## config.mk

```make
export PLATFORM = sky130hd
export DESIGN_NAME = mem_arbiter
export DESIGN_NICKNAME = d
export VERILOG_FILES = /design/src/rtl/mem_arbiter_pkg.sv /design/src/rtl/mem_arbiter_rr_picker.sv /design/src/rtl/mem_arbiter.sv
export SDC_FILE = /design/constraint.sdc
export NUM_CORES = 1
export LEC_CHECK = 0
export ABC_AREA = 1
export CELL_PAD_IN_SITES_DETAIL_PLACEMENT = 0
export CELL_PAD_IN_SITES_GLOBAL_PLACEMENT = 1
export CORE_AREA = 2 2 159 161
export DETAILED_ROUTE_END_ITERATION = 12
export DIE_AREA = 0 0 161 163
export GPL_ROUTABILITY_DRIVEN = 0
export GPL_TIMING_DRIVEN = 0
export MAX_ROUTING_LAYER = met4
export PLACE_DENSITY_LB_ADDON = 0.1
export SYNTH_ARGS = -nofsm -noshare
export SYNTH_HDL_FRONTEND = slang
export SYNTH_SLANG_ARGS = --single-unit
```

## constraint.sdc

```tcl
create_clock -name clk -period 1.58 [get_ports clk]
set_input_delay 0.237 -clock clk [delete_from_list [all_inputs] [get_ports clk]]
set_output_delay 0.237 -clock clk [all_outputs]
set_load 0.01 [all_outputs]
```

## src/rtl/mem_arbiter_pkg.sv

```systemverilog
// Shared definitions for the memory-port arbiter and the cache controllers it serves.
// Holds the arbiter state encodings and the line/word geometry.
package mem_arbiter_pkg;

    localparam logic [0:0] ARB_IDLE  = 1'b0;
    localparam logic [0:0] ARB_GRANT = 1'b1;

    localparam int LINE_BYTES    = 16;
    localparam int WORD_BYTES    = 4;
    localparam int BURST_LEN_DEF = LINE_BYTES / WORD_BYTES;
    localparam int WORD_OFF_W    = $clog2(WORD_BYTES);
    localparam int LINE_OFF_W    = $clog2(LINE_BYTES);

endpackage

```

## src/rtl/mem_arbiter_rr_picker.sv

```systemverilog
// Combinational round-robin selector: first set request at or cyclically above ptr.
// Kept standalone so other bus arbiters can reuse it.
module rr_picker #(
    parameter int N  = 4,
    parameter int IW = (N > 1) ? $clog2(N) : 1
) (
    input  logic [N-1:0]  req,
    input  logic [IW-1:0] ptr,
    output logic          found,
    output logic [IW-1:0] idx
);

    // Scan from the farthest candidate down so the nearest one to ptr wins last.
    always_comb begin
        found = 1'b0;
        idx   = '0;
        for (int k = N - 1; k >= 0; k--) begin
            if (req[(int'(ptr) + k) % N]) begin
                found = 1'b1;
                idx   = IW'((int'(ptr) + k) % N);
            end
        end
    end

endmodule

```

## src/rtl/mem_arbiter.sv

```systemverilog
// Round-robin arbiter sharing one word-wide memory port among several cache
// controllers; the grant is locked for a whole line burst or until the owner aborts.
module mem_arbiter
    import mem_arbiter_pkg::*;
#(
    parameter int NUM_PORTS = 4,
    parameter int BURST_LEN = BURST_LEN_DEF,
    parameter int ADDR_W    = 32,
    parameter int DATA_W    = 32,
    parameter int IDW       = (NUM_PORTS > 1) ? $clog2(NUM_PORTS) : 1
) (
    input  logic                          clk,
    input  logic                          rst_n,
    input  logic [NUM_PORTS-1:0]          req_valid,
    input  logic [NUM_PORTS*ADDR_W-1:0]   req_addr,
    input  logic [NUM_PORTS-1:0]          req_we,
    input  logic [NUM_PORTS*DATA_W-1:0]   req_wdata,
    output logic [NUM_PORTS-1:0]          req_ready,
    output logic [DATA_W-1:0]             req_rdata,
    output logic                          mem_req,
    output logic [ADDR_W-1:0]             mem_addr,
    output logic                          mem_we,
    output logic [DATA_W-1:0]             mem_wdata,
    input  logic [DATA_W-1:0]             mem_rdata,
    input  logic                          mem_ready,
    output logic                          grant_valid,
    output logic [IDW-1:0]                grant_id
);

    localparam int CNTW = (BURST_LEN > 1) ? $clog2(BURST_LEN) : 1;

    logic [0:0]      state;
    logic [IDW-1:0]  owner;
    logic [IDW-1:0]  rr_ptr;
    logic [CNTW-1:0] beat_cnt;

    logic            pick_found;
    logic [IDW-1:0]  pick_idx;
    logic            in_grant;
    logic            owner_valid;
    logic            beat;
    logic            last_beat;
    logic            release_now;

    function automatic logic [IDW-1:0] next_port(input logic [IDW-1:0] p);
        return (int'(p) == NUM_PORTS - 1) ? '0 : p + 1'b1;
    endfunction

    // The picker only feeds registers, so non-owner requests never reach mem_* combinationally.
    rr_picker #(
        .N  (NUM_PORTS),
        .IW (IDW)
    ) u_picker (
        .req   (req_valid),
        .ptr   (rr_ptr),
        .found (pick_found),
        .idx   (pick_idx)
    );

    assign in_grant    = (state == ARB_GRANT);
    assign owner_valid = req_valid[owner];
    assign mem_req     = in_grant & owner_valid;
    assign beat        = mem_req & mem_ready;
    assign last_beat   = (beat_cnt == CNTW'(BURST_LEN - 1));
    assign release_now = in_grant & (~owner_valid | (beat & last_beat));

    assign grant_valid = in_grant;
    assign grant_id    = in_grant ? owner : '0;
    assign req_rdata   = mem_rdata;
    assign mem_we      = in_grant & req_we[owner];
    assign mem_addr    = in_grant ? req_addr[int'(owner)*ADDR_W +: ADDR_W] : '0;
    assign mem_wdata   = in_grant ? req_wdata[int'(owner)*DATA_W +: DATA_W] : '0;

    always_comb begin
        req_ready = '0;
        if (beat) begin
            req_ready[owner] = 1'b1;
        end
    end

    always_ff @(posedge clk or negedge rst_n) begin
        if (!rst_n) begin
            state    <= ARB_IDLE;
            owner    <= '0;
            rr_ptr   <= '0;
            beat_cnt <= '0;
        end else begin
            case (state)
                ARB_IDLE: begin
                    if (pick_found) begin
                        owner    <= pick_idx;
                        beat_cnt <= '0;
                        state    <= ARB_GRANT;
                    end
                end
                default: begin
                    // A dropped request releases immediately; the partial burst is abandoned.
                    if (release_now) begin
                        state    <= ARB_IDLE;
                        rr_ptr   <= next_port(owner);
                        beat_cnt <= '0;
                    end else if (beat) begin
                        beat_cnt <= beat_cnt + 1'b1;
                    end
                end
            endcase
        end
    end

endmodule
```

==> flow_metrics.tcl <==
set metrics [dict create \
    final_nets 1364 \
    power_leakage_nw 3.50 \
    dieHeight_um 163 \
    syn-instance-count 649 \
    grt_max_degree 12 \
    swShare_pct 51.0 \
    drtIter0Drc 236 \
    max_freq_mhz 509 \
    grt_pass1_wl_mm 34.1 \
    pwr-share-comb_pct 93.6 \
    path_cells "buf_12 > inv_16 > buf_12 > buf_12 > clkbuf_16 > o21ai_2 > a21oi_2 > buf_2" \
    routedWlPerCell_um 17.3 \
    fin_util_pct 33.2 \
    drtAntennaViolNets 0 \
    relSlewSlack_pct 63.2 \
    worst_slew_pin_slew_ns 0.552 \
    intPower_mw 6.14 \
    cts_inserted_buffers 3 \
    hold_viol_final 0 \
    synth_area_sq_um 3190 \
    critical_path.top_delay_family "buffers and inverters" \
    htreeDepth 1 \
    violations "setup timing" \
    r2r-start "owner[0]$_DFFE_PN0P_" \
    post-route-period-util_pct 124 \
    multi_input_comb_area_sq_um 2650 \
    criticalPathCategory "flop to output pin" \
    status "finished with violations" \
    dieArea_sq_um 26200 \
    maxCapViolations 0 \
    dr.pass1.iters 4 \
    start_util_pct 12.9 \
    grtUsageTotal_pct 17.2 \
    io-pin-count 404 \
    overflow 0 \
    power.switching_mw 6.39 \
    seqCellArea_sq_um 176 \
    viasPerCell 4.09 \
    cts_sinks 7 \
    antenna_found_initial 0 \
    min_path_type "primary input to async pin" \
    clock-root-buffer "clkbuf_16" \
    antennaDiodeCount 0 \
    synth_nets 953 \
    path_max_fanout 8 \
    cts.reportedPaths.clkPinSlew_ns 0.04 \
    dp_hpwl_mm 18.6 \
    rsz0062_at_grt "true" \
    fp-row-count 58 \
    synth.avg_cell_area_sq_um 4.91 \
    mostFrequentLayoutCells "clkdlybuf4s50_1 (299), nor2_1 (254), buf_2 (68)" \
    crit_buf_inv 6 \
    drc_errors 0 \
    vias 5678 \
    r2r_end "rr_ptr[1]$_DFFE_PN0P_" \
    tns_ns -21.06 \
    end_kind "output pin" \
    cts_tree "yes" \
    totalWireLength_mm 24.0 \
    clkPwrFrac_pct 3.5 \
    drive_above_1_share_pct 26.2 \
    yosys_warnings 0 \
    seq_area_frac_synth_pct 5.50 \
    setup_ws_ns -0.384 \
    grt_pass1_vias 5673 \
    crit_required_ns 1.34 \
    ys_seq_elements 7 \
    crit_top_cell "buf_12" \
    ff2ff_path_depth 8 \
    slowest_stage "dfrtp_1" \
    die_width_um 161 \
    power_per_cell_area_nw_per_um2 1530 \
    reg2reg_slack_ns 0 \
    layout_commonest_cell "clkdlybuf4s50_1" \
    crit_arrival_ns 1.73 \
    setup_violations 75 \
    cts_buffer_depth 2 \
    layout_min_cycle_time_ns 1.96 \
    path_depth 8 \
    worst_skew_pair.late_latency_ns 0.23 \
    seqPwrFrac_pct 2.9 \
    core_area_sq_um 24700 \
    port_buffers 371 \
    syn_to_final_growth_pct 157 \
    fillCellCount 2790 \
    slowest_delay_ns 0.39 \
    crit_path_start_kind "flop" \
    slew_violations 0 \
    ys_types 26 \
    ir_drop_mv 0.485 \
    finalClockSkew_ns 0.00562 \
]
through the flow:
| step | hold slack (ns) | cells | instance area (sq um) | setup slack [ns] | power (mW) |
|---|---|---|---|---|---|
| after detailed placement | 0.471 | 1350 | 7310 | -1.06 | 10.4 |
| final | 0.279 | 1389 | 8190 | -0.384 | 12.5 |
| after global routing | 0.310 | 1389 | 8190 | -0.458 | 13.7 |
| after CTS | 0.290 | 1379 | 7910 | -0.415 | 12.1 |
| after floorplan | -0.0586 | 649 | 3190 | 0.0579 | 5.51 |
| after global placement | 0.472 | 1350 | 7310 | -1.06 | 10.4 |
per-layer routing:
layer  global-route usage, %  routed length [um]  vias up
met4                    1.62                 189        0
met1                    20.3                9910     2524
met3                    3.21                1700       12
li1                        -                   -     2900
met2                    31.6               12200      242
met5                       -                   0        -
cells in the mapped netlist (all sizes together):
cell    count  share of area [%]
nor3        1               0.51
buf        64                 14
a21oi      66                 10
inv        19                2.7
ha          5                2.0
clkbuf     20                2.4
o211ai      1               0.24
o21ai     134                 21
nor2      267                 32
dfrtp       7                5.5
nand2      55                7.4
nand3       9                1.7
a31oi       1               0.20
kinds of logic (layout without fill, tap and decap cells):
kind of cell | Yosys count | after routing | synth area share, %
buffers and inverters | 103 | 513 | 18.8
adders and majority gates | 5 | 5 | 1.96
and+or+nand+nor | 332 | 332 | 41.7
DFF | 7 | 7 | 5.50
AOI/OAI and AO/OA | 202 | 202 | 32.1
flip-flops by register name (all words and copies together) (netlist names):
register and cells:
rr_ptr 2, grant_valid 1, beat_cnt 2, owner 2
worst max-delay path by stage:
stage / startpoint / endpoint
after detailed placement: owner[0]$_DFFE_PN0P_ / mem_wdata[29]
after global placement: owner[0]$_DFFE_PN0P_ / mem_addr[0]
final: owner[0]$_DFFE_PN0P_ / mem_wdata[16]
after floorplan: owner[1]$_DFFE_PN0P_ / req_ready[0]
after CTS: owner[0]$_DFFE_PN0P_ / req_ready[0]
after global routing: owner[0]$_DFFE_PN0P_ / req_ready[3]
cell type report:
type                       instances  area share, %
sequential                         7           2.16
buffer                            83           10.7
inverter                          19           1.25
tap                              330           5.04
timing repair buffer             407           47.5
clock buffer                       4          0.963
multi-input combinational        539           32.4
power by group through the flow:
stage	Clock [mW]	Sequential [mW]	Combinational (mW)
after floorplan	0	0.340	5.17
after global placement	0	0.360	10.1
after detailed placement	0	0.357	10.0
after CTS	0.436	0.364	11.3
after global routing	0.460	0.377	12.9
final	0.434	0.362	11.7
what timing repair did:
item	CTS	global route
setup endpoints to repair	74	76
buffers inserted	20	6
gates cloned	6	4
resized for setup	480	65
pin swaps	43	33
hold buffers	0	0
Power figures use the tool's default switching activity.
